`src/rtl/acs_path_metric.sv`:
```
// acs_path_metric: one add-compare-select step for the K=3, rate-1/2 (7,5)
// Viterbi trellis. There are four states, each with one ACS unit. Candidate
// sums saturate at the metric width. When all four survivors have their MSB
// set, all four are normalised together. The result is registered with a
// latency of one cycle.

module acs_unit #(
  parameter int PM_W = 6
) (
  input  logic [PM_W-1:0] pm_p0,
  input  logic [PM_W-1:0] pm_p1,
  input  logic [1:0]      bm_p0,
  input  logic [1:0]      bm_p1,
  output logic [PM_W-1:0] pm_sel,
  output logic            dec
);
  localparam logic [PM_W-1:0] PM_MAX = '1;

  logic [PM_W:0]   sum0, sum1;
  logic [PM_W-1:0] sat0, sat1;

  // The extra sum bit only detects overflow. It never reaches the comparator.
  assign sum0 = {1'b0, pm_p0} + {{(PM_W-1){1'b0}}, bm_p0};
  assign sum1 = {1'b0, pm_p1} + {{(PM_W-1){1'b0}}, bm_p1};
  assign sat0 = sum0[PM_W] ? PM_MAX : sum0[PM_W-1:0];
  assign sat1 = sum1[PM_W] ? PM_MAX : sum1[PM_W-1:0];

  // A strict compare means that a tie keeps the even predecessor p0.
  assign dec    = (sat0 > sat1);
  assign pm_sel = dec ? sat1 : sat0;
endmodule

module acs_path_metric #(
  parameter int PM_W = 6
) (
  input  logic                i_clk,
  input  logic                i_rst_n,
  input  logic                i_start,
  input  logic                i_valid,
  input  logic [1:0]          i_bm_00,
  input  logic [1:0]          i_bm_01,
  input  logic [1:0]          i_bm_10,
  input  logic [1:0]          i_bm_11,
  output logic                o_valid,
  output logic [3:0]          o_decision,
  output logic [4*PM_W-1:0]   o_pm,
  output logic [1:0]          o_best_state,
  output logic                o_norm
);
  localparam int NUM_ST = 4;
  localparam logic [PM_W-1:0] PM_QTR = {2'b01, {(PM_W-2){1'b0}}};
  localparam logic [NUM_ST-1:0][PM_W-1:0] PM_INIT =
    {PM_QTR, PM_QTR, PM_QTR, {PM_W{1'b0}}};

  logic [NUM_ST-1:0][PM_W-1:0] pm_q, pm_prev, pm_sel, pm_nxt;
  logic [NUM_ST-1:0]           dec_nxt, dec_q;
  logic                        norm_nxt, norm_q;
  logic [1:0]                  best_nxt, best_q;
  logic                        vld_q;

  function automatic logic [1:0] pick_bm(input logic [1:0] code,
                                         input logic [1:0] b00, b01, b10, b11);
    case (code)
      2'b00:   pick_bm = b00;
      2'b01:   pick_bm = b01;
      2'b10:   pick_bm = b10;
      default: pick_bm = b11;
    endcase
  endfunction

  // When a start coincides with a valid step, that step begins from the init metrics.
  assign pm_prev = i_start ? PM_INIT : pm_q;

  // Next state ns = {u, s1}. The predecessors are {ns[0], 0} and {ns[0], 1}.
  // The code pair is c0 = u^s1^s0, c1 = u^s0, with u = ns[1] and s1 = ns[0].
  for (genvar n = 0; n < NUM_ST; n++) begin : g_acs
    localparam logic [1:0] NS   = 2'(n);
    localparam logic [1:0] C_P0 = {NS[1] ^ NS[0], NS[1]};
    localparam logic [1:0] C_P1 = {~(NS[1] ^ NS[0]), ~NS[1]};

    acs_unit #(.PM_W(PM_W)) u_acs (
      .pm_p0  (pm_prev[{NS[0], 1'b0}]),
      .pm_p1  (pm_prev[{NS[0], 1'b1}]),
      .bm_p0  (pick_bm(C_P0, i_bm_00, i_bm_01, i_bm_10, i_bm_11)),
      .bm_p1  (pick_bm(C_P1, i_bm_00, i_bm_01, i_bm_10, i_bm_11)),
      .pm_sel (pm_sel[n]),
      .dec    (dec_nxt[n])
    );
  end

  // Normalise. If every survivor has its MSB set, clearing the MSB subtracts half the range.
  always_comb begin
    norm_nxt = 1'b1;
    for (int n = 0; n < NUM_ST; n++) norm_nxt = norm_nxt & pm_sel[n][PM_W-1];
    pm_nxt = pm_sel;
    if (norm_nxt)
      for (int n = 0; n < NUM_ST; n++) pm_nxt[n][PM_W-1] = 1'b0;
  end

  // Find the minimum metric. The strict compare picks the lowest index among equal minima.
  always_comb begin
    best_nxt = 2'd0;
    for (int n = 1; n < NUM_ST; n++)
      if (pm_nxt[n] < pm_nxt[best_nxt]) best_nxt = 2'(n);
  end

  // Step register. Metrics hold across gaps, and a start without valid reloads the init metrics.
  always_ff @(posedge i_clk or negedge i_rst_n) begin
    if (!i_rst_n) begin
      pm_q   <= PM_INIT;
      best_q <= 2'd0;
      dec_q  <= '0;
      norm_q <= 1'b0;
      vld_q  <= 1'b0;
    end else begin
      vld_q <= i_valid;
      if (i_valid) begin
        pm_q   <= pm_nxt;
        best_q <= best_nxt;
        dec_q  <= dec_nxt;
        norm_q <= norm_nxt;
      end else begin
        dec_q  <= '0;
        norm_q <= 1'b0;
        if (i_start) begin
          pm_q   <= PM_INIT;
          best_q <= 2'd0;
        end
      end
    end
  end

  assign o_valid      = vld_q;
  assign o_decision   = dec_q;
  assign o_pm         = pm_q;
  assign o_best_state = best_q;
  assign o_norm       = norm_q;
endmodule

```
`config.mk`:
```
export PLATFORM = sky130hd
export DESIGN_NAME = acs_path_metric
export DESIGN_NICKNAME = d
export VERILOG_FILES = /design/src/rtl/acs_path_metric.sv
export SDC_FILE = /design/constraint.sdc
export NUM_CORES = 1
export LEC_CHECK = 0
export ABC_CLOCK_PERIOD_IN_PS = 16700
export BUFFER_PORTS_ARGS = -buffer_cell sky130_fd_sc_hd__buf_2
export CORE_MARGIN = 5
export CORE_UTILIZATION = 56
export CTS_CLUSTER_SIZE = 20
export DETAILED_ROUTE_END_ITERATION = 10
export GPL_ROUTABILITY_DRIVEN = 0
export GPL_TIMING_DRIVEN = 0
export HOLD_SLACK_MARGIN = 0.03
export PLACE_DENSITY = 0.77
export SKIP_LAST_GASP = 1
export SYNTH_ARGS = -nofsm -noshare
export SYNTH_HDL_FRONTEND = slang
export SYNTH_SLANG_ARGS = --single-unit
```
`constraint.sdc`:
```
create_clock -name i_clk -period 16.7 [get_ports i_clk]
set_clock_uncertainty 0.1 [all_clocks]
set_input_delay 3.34 -clock i_clk [delete_from_list [all_inputs] [get_ports i_clk]]
set_output_delay 3.34 -clock i_clk [all_outputs]
set_load 0.01 [all_outputs]
```
Word level (Yosys, flattened, before mapping)

Index checks and enable logic that the tools add are counted.

Bits in registers: 32
Bits of input ports: 12
Output and inout port bits: 32
Logic and storage cells: 58

$add $sub $neg: 8
Magnitude comparators: 9
Muxes and demuxes: 29
Bitwise gates (word level): 3
Reductions and logical operators: 1

Operator list:

| kind                                               | count |
|---|---|
| two-way mux 6 bit                                  | 14 |
| adder 6 x 2 -> 7 bit                               | 8 |
| two-way mux 24 bit                                 | 2 |
| binary-select mux 6 bit (select 2 bit)             | 2 |
| greater-than comparator 6 bit                      | 4 |
| < comparator 6 bit                                 | 3 |
| two-way mux 2 bit                                  | 4 |
| < comparator 2 x 3 -> 1 bit, second input constant | 2 |
| two-way mux 1 bit                                  | 6 |
| two-way mux 4 bit                                  | 1 |
| AND 1 bit                                          | 3 |
| nonzero test 2 bit                                 | 1 |

Depth between registers and ports, before layout

Depth in word-level cells: 20
Gate-level depth with buffers: 41

By module

Synthesis repeated with hierarchy kept, for this count alone.

Cell total of the unflattened synthesis: 477
Area total of the unflattened synthesis: 4166.5 µm²

Modules (own cells, without submodules):

| module          | times used | cells each | area an instance (µm²) | seq. area each (µm²) |
|---|---|---|---|---|
| acs_unit        | 4          | 77         | 571.8                  | 0.0 |
| acs_path_metric | 1          | 169        | 1879.3                 | 804.5 |

Worst setup path before layout

No wires, ideal clock.

Path kind: input -> register
From: input port i_start
To: register best_q[1] (netlist: o_best_state[1])
Library setup time: 104 ps
Arrival: 10746 ps
Required time: 16496 ps
Slack: 5750 ps
Stages on the path: 38
Buffers on the path: 5
Cells stage by stage: buf_2 -> buf_2 -> clkbuf_1 -> buf_1 -> nor2b_1 -> ha_1 -> ha_1 -> a21o_1 -> nand3_1 -> mux2_1 -> nor2_1 -> ha_1 -> a21oi_1 -> a21boi_1 -> o32a_1 -> buf_2 -> mux2_2 -> o31ai_2 -> [... 2 more ...] -> nand2_1 -> nand2_1 -> a31oi_4 -> mux2_1 -> inv_1 -> ha_1 -> a21o_1 -> a21o_1 -> a21oi_1 -> nand2_1 -> nor2_2 -> mux2i_1 -> ha_1 -> a21o_1 -> a211oi_1 -> nor3b_1 -> a32oi_1 -> o311ai_1

Longest elaborated chain between the ends: 20

RTL lines:

| what                                           | RTL line | text |
|---|---|---|
| start, declared                                | 38       | `input logic i_start,` |
| two-way mux 24 bit                             | --       |  |
| adder 6 x 2 -> 7 bit, on equally long branches | 23, 24   |  |
| two-way mux 6 bit, on equally long branches    | 25, 26   |  |
| greater-than comparator 6 bit                  | 29       | `assign dec = (sat0 > sat1);` |
| two-way mux 6 bit                              | 30       | `assign pm_sel = dec ? sat1 : sat0;` |
| AND 1 bit (3 in a row)                         | 94       | `for (int n = 0; n < NUM_ST; n++) norm_nxt = norm_nxt & pm_sel[n][PM_W-1];` |
| two-way mux 1 bit                              | 96       | `if (norm_nxt)` |
| < comparator 6 bit                             | 104      | `if (pm_nxt[n] < pm_nxt[best_nxt]) best_nxt = 2'(n);` |
| [... 2 more ...]                               | --       |  |
| two-way mux 6 bit (not written as such)        | 104      |  |
| < comparator 6 bit                             | 104      |  |
| two-way mux 2 bit                              | 104      |  |
| binary-select mux 6 bit (select 2 bit)         | 104      |  |
| two-way mux 6 bit (not written as such)        | 104      |  |
| < comparator 6 bit                             | 104      |  |
| two-way mux 2 bit                              | 104      |  |
| two-way mux 2 bit                              | 117      | `if (i_valid) begin` |
| end signal, assigned                           | 119      | `best_q <= best_nxt;` |
| end, declared                                  | 58       | `logic [1:0] best_nxt, best_q;` |

Several ways; a longest one is shown, not always the timed one. The select of a mux whose other input is x is not followed.
A chain may end at the register's enable or synchronous reset.

Final worst setup path

Ends and elaborated chain as after synthesis.

==> impl_metrics.sql <==
INSERT INTO impl_metrics (metric_group, metric, value, unit) VALUES
('job', 'drv.max_cap_violation_count', '0', ''),
('die', 'core_region_area', '0.00687', 'mm2'),
('global_route', 'first_global_vias', '3743', ''),
('clock_network', 'root_buffer', 'sky130_fd_sc_hd__clkbuf_8', ''),
('final_layout', 'syn2layout_area_growth', '10.7', '%'),
('global_route', 'grt_antenna_before_repair', '0', ''),
('logic_synthesis', 'postSynth.topFlopCell', 'sky130_fd_sc_hd__dfrtp_1', ''),
('worst_setup_path', 'cp-start-kind', 'input pin', ''),
('final_layout', 'post_route_cells_drive_above_1_share', '16.5', '%'),
('worst_setup_path', 'critPathKind', 'input pin to flop', ''),
('timing', 'grt_setup_unrepaired', 'false', ''),
('logic_synthesis', 'synth.cell_area', '0.00398', 'mm2'),
('place', 'dpl.hpwl', '9.42', 'mm'),
('die', 'fp-row-count', '30', ''),
('timing', 'setup_slack', '3.72', 'ns'),
('logic_synthesis', 'synth-async-reset-ratio', '100', '%'),
('route', 'drt-wirelength-per-cell', '18.4', 'um'),
('route', 'first_pass_detailed_route_iteration_total', '5', ''),
('die', 'die-area', '0.00890', 'mm2'),
('pwr', 'cell_internal_pwr', '417', 'uW'),
('logic_synthesis', 'synthCells', '504', ''),
('logic_synthesis', 'synth_area_per_cell', '7.90', 'um2'),
('timing', 'finalSetupTns', '0', 'ns'),
('pwr', 'share_comb_of_total_power', '75.8', '%'),
('route', 'total_number_of_vias', '3992', ''),
('logic_synthesis', 'edff_count_synth', '0', ''),
('worst_hold_path', 'hold_path_end', 'o_best_state[0]', ''),
('die', 'top_level_ports', '44', ''),
('clock_network', 'clock_transition_time_at_the_flip_flop_clock_pins_of_the_worst_setup_and_hold_paths', '0.07', 'ns'),
('clock_network', 'cts_tree', 'built', ''),
('logic_synthesis', 'synth_top_area_cell', 'sky130_fd_sc_hd__dfrtp_1', ''),
('route', 'drt-vias-per-instance', '6.17', ''),
('timing', 'worst_slew_pin_slew', '0.782', 'ns'),
('timing', 'period_needed', '12.98', 'ns'),
('logic_synthesis', 'syn-num-nets', '571', ''),
('worst_hold_path', 'hold_path_startpoint', 'o_best_state[0]', ''),
('pwr', 'ir_drop', '0.206', 'mV'),
('pwr', 'power_density', '194', 'mW/mm2'),
('worst_setup_path', 'worst_path_max_delay_cell', 'sky130_fd_sc_hd__clkbuf_1', ''),
('timing', 'max-slew-margin-rel', '47.9', '%'),
('worst_setup_path', 'cp_data_arrival_time', '13.07', 'ns'),
('logic_synthesis', 'largest_cells_by_area_after_synthesis', 'sky130_fd_sc_hd__dfrtp_1, sky130_fd_sc_hd__ha_1, sky130_fd_sc_hd__mux2i_1, sky130_fd_sc_hd__nand2_1, sky130_fd_sc_hd__a21oi_1', ''),
('logic_synthesis', 'synth_seq_area_share', '20.2', '%'),
('route', 'postRouteWirelength', '11.9', 'mm'),
('worst_hold_path', 'min_delay_path_depth', '2', ''),
('clock_network', 'number_of_sinks_handled_by_clock_tree_synthesis', '32', ''),
('worst_setup_path', 'worst-r2r-setup-slack', '8.28', 'ns'),
('timing', 'fmaxAchievable', '77.1', 'MHz'),
('pwr', 'netSwitchingFraction', '51.3', '%'),
('timing', 'hold_slack', '0.401', 'ns'),
('worst_setup_path', 'crit_fanout', '10', ''),
('clock_network', 'tritoncts.num_buffers', '5', ''),
('clock_network', 'cts_setup_buffers', '0', ''),
('worst_setup_path', 'crit_top_cell', 'sky130_fd_sc_hd__ha_1', ''),
('timing', 'finalSetupViolations', '0', ''),
('route', 'post-route-drc-count', '0', ''),
('global_route', 'overall_global_routing_usage', '27.3', '%'),
('worst_setup_path', 'reg2regPathDepth', '37', ''),
('worst_setup_path', 'worst_path_largest_cell_delay', '0.53', 'ns'),
('logic_synthesis', 'synth_largest_type_area_fraction', '18.2', '%'),
('clock_network', 'worstSkewPairLatency', '0.30', 'ns'),
('place', 'portBuffers', '39', ''),
('route', 'ant_nets', '0', ''),
('pwr', 'net-switching-power', '439', 'uW'),
('die', 'die_height', '94.3', 'um'),
('clock_network', 'clock_path_buffers', '2', ''),
('clock_network', 'htree_num_levels', '2', ''),
('die', 'die_w', '94.3', 'um'),
('timing', 'timing_hold_violations_final', '0', ''),
('status', 'run_status', 'completed', ''),
('timing', 'final_max_slew_viol_count', '0', '');
## worst max path at each step
stage	from	endpoint	slack (ns)
2_1_floorplan	i_start	o_best_state[1]	5.75
3_3_place_gp	i_start	o_best_state[1]	3.84
3_5_place_dp	i_start	o_best_state[1]	3.68
4_1_cts	i_start	o_best_state[1]	3.94
5_1_grt	i_start	o_best_state[1]	3.09
6_report	i_start	o_best_state[1]	3.72
## cells in the final DEF, fill, tap and decap left out, types with 3 or more instances in the layout
master,instances
sky130_fd_sc_hd__a211oi_1,7
sky130_fd_sc_hd__a21o_1,11
sky130_fd_sc_hd__a21oi_1,39
sky130_fd_sc_hd__a31oi_1,4
sky130_fd_sc_hd__and2_1,5
sky130_fd_sc_hd__buf_2,56
sky130_fd_sc_hd__clkbuf_1,7
sky130_fd_sc_hd__clkbuf_8,5
sky130_fd_sc_hd__dfrtp_1,29
sky130_fd_sc_hd__dfstp_2,3
sky130_fd_sc_hd__ha_1,55
sky130_fd_sc_hd__inv_1,30
sky130_fd_sc_hd__maj3_1,5
sky130_fd_sc_hd__maj3_2,3
sky130_fd_sc_hd__mux2_1,5
sky130_fd_sc_hd__mux2_2,12
sky130_fd_sc_hd__mux2i_1,22
sky130_fd_sc_hd__nand2_1,58
sky130_fd_sc_hd__nand2b_1,9
sky130_fd_sc_hd__nand3_1,17
sky130_fd_sc_hd__nand3b_1,4
sky130_fd_sc_hd__nand4_1,11
sky130_fd_sc_hd__nor2_1,40
sky130_fd_sc_hd__nor2b_1,18
sky130_fd_sc_hd__nor3_1,10
sky130_fd_sc_hd__o21ai_0,23
sky130_fd_sc_hd__o21ai_1,3
sky130_fd_sc_hd__o22ai_1,4
sky130_fd_sc_hd__xnor2_1,5
sky130_fd_sc_hd__xor2_1,11
## cell usage after synthesis (4+ instances only)
cell,instances
sky130_fd_sc_hd__nand2_1,58
sky130_fd_sc_hd__nor3_1,10
sky130_fd_sc_hd__mux2i_1,22
sky130_fd_sc_hd__nand4_1,11
sky130_fd_sc_hd__mux2_1,5
sky130_fd_sc_hd__buf_2,17
sky130_fd_sc_hd__nand3_1,17
sky130_fd_sc_hd__dfrtp_1,29
sky130_fd_sc_hd__o21ai_0,23
sky130_fd_sc_hd__nor2b_1,18
sky130_fd_sc_hd__nand3b_1,4
sky130_fd_sc_hd__xor2_1,11
sky130_fd_sc_hd__a21oi_1,39
sky130_fd_sc_hd__clkbuf_1,7
sky130_fd_sc_hd__maj3_1,5
sky130_fd_sc_hd__nor2_1,40
sky130_fd_sc_hd__and2_1,5
sky130_fd_sc_hd__a31oi_1,4
sky130_fd_sc_hd__nand2b_1,9
sky130_fd_sc_hd__ha_1,55
sky130_fd_sc_hd__a211oi_1,7
sky130_fd_sc_hd__xnor2_1,5
sky130_fd_sc_hd__o22ai_1,4
sky130_fd_sc_hd__inv_1,30
sky130_fd_sc_hd__mux2_2,12
sky130_fd_sc_hd__a21o_1,11
## state kept, by name, summed over array words and instances, names as in the netlist
| register | count |
|---|---|
| o_valid | 1 |
| o_best_state | 2 |
| o_decision | 4 |
| o_norm | 1 |
| o_pm | 24 |
## worst max-delay path: cells and delay by family
family          cells  cell delay [ns]
buf+inv             9             2.52
mux                 3             1.06
compound gates     14             2.86
fa+ha+maj           6             1.58
simple gates        9             1.68
## stage by stage
stage	utilization (%)	std cells
after floorplan	-	504
after global placement	62.6	639
after detailed placement	62.6	639
after CTS	64.2	647
after global routing	64.2	647
final	64.2	647
## metal layers
metal  vias up  track usage [%]  share of wire (%)
li1       1884                -                  -
met1      1841             37.5                 42
met2       234             42.9                 45
met3        33             5.45                 10
met4         0             8.66                2.3
met5         -                0                  0
## kinds of logic after synthesis
family / after synthesis / synth area share [%]
and+or+nand+nor: 185 / 22.5
AOI/OAI and AO/OA: 112 / 17.9
adders and majority gates: 63 / 19.4
buffers and inverters: 56 / 5.81
muxes: 40 / 10.7
DFF: 32 / 20.2
xor gates and xnor gates: 16 / 3.52
## final cells by class
class	instances	area, um2
buffer	25	115
clock buffer	5	68.8
clock inverter	3	42.5
fill	609	2460
inverter	31	116
multi-input combinational	416	2950
sequential	32	805
tap	96	120
timing repair buffer	39	195
## power groups by stage
stage | Clock (uW) | Combinational, uW | Sequential [uW]
4_1_cts | 78.2 | 639 | 128
5_1_grt | 83.1 | 714 | 131
2_1_floorplan | 0 | 471 | 136
3_3_place_gp | 0 | 610 | 127
3_5_place_dp | 0 | 635 | 129
6_report | 79.2 | 648 | 128
Note: power is estimated with default switching activity, not from simulation.
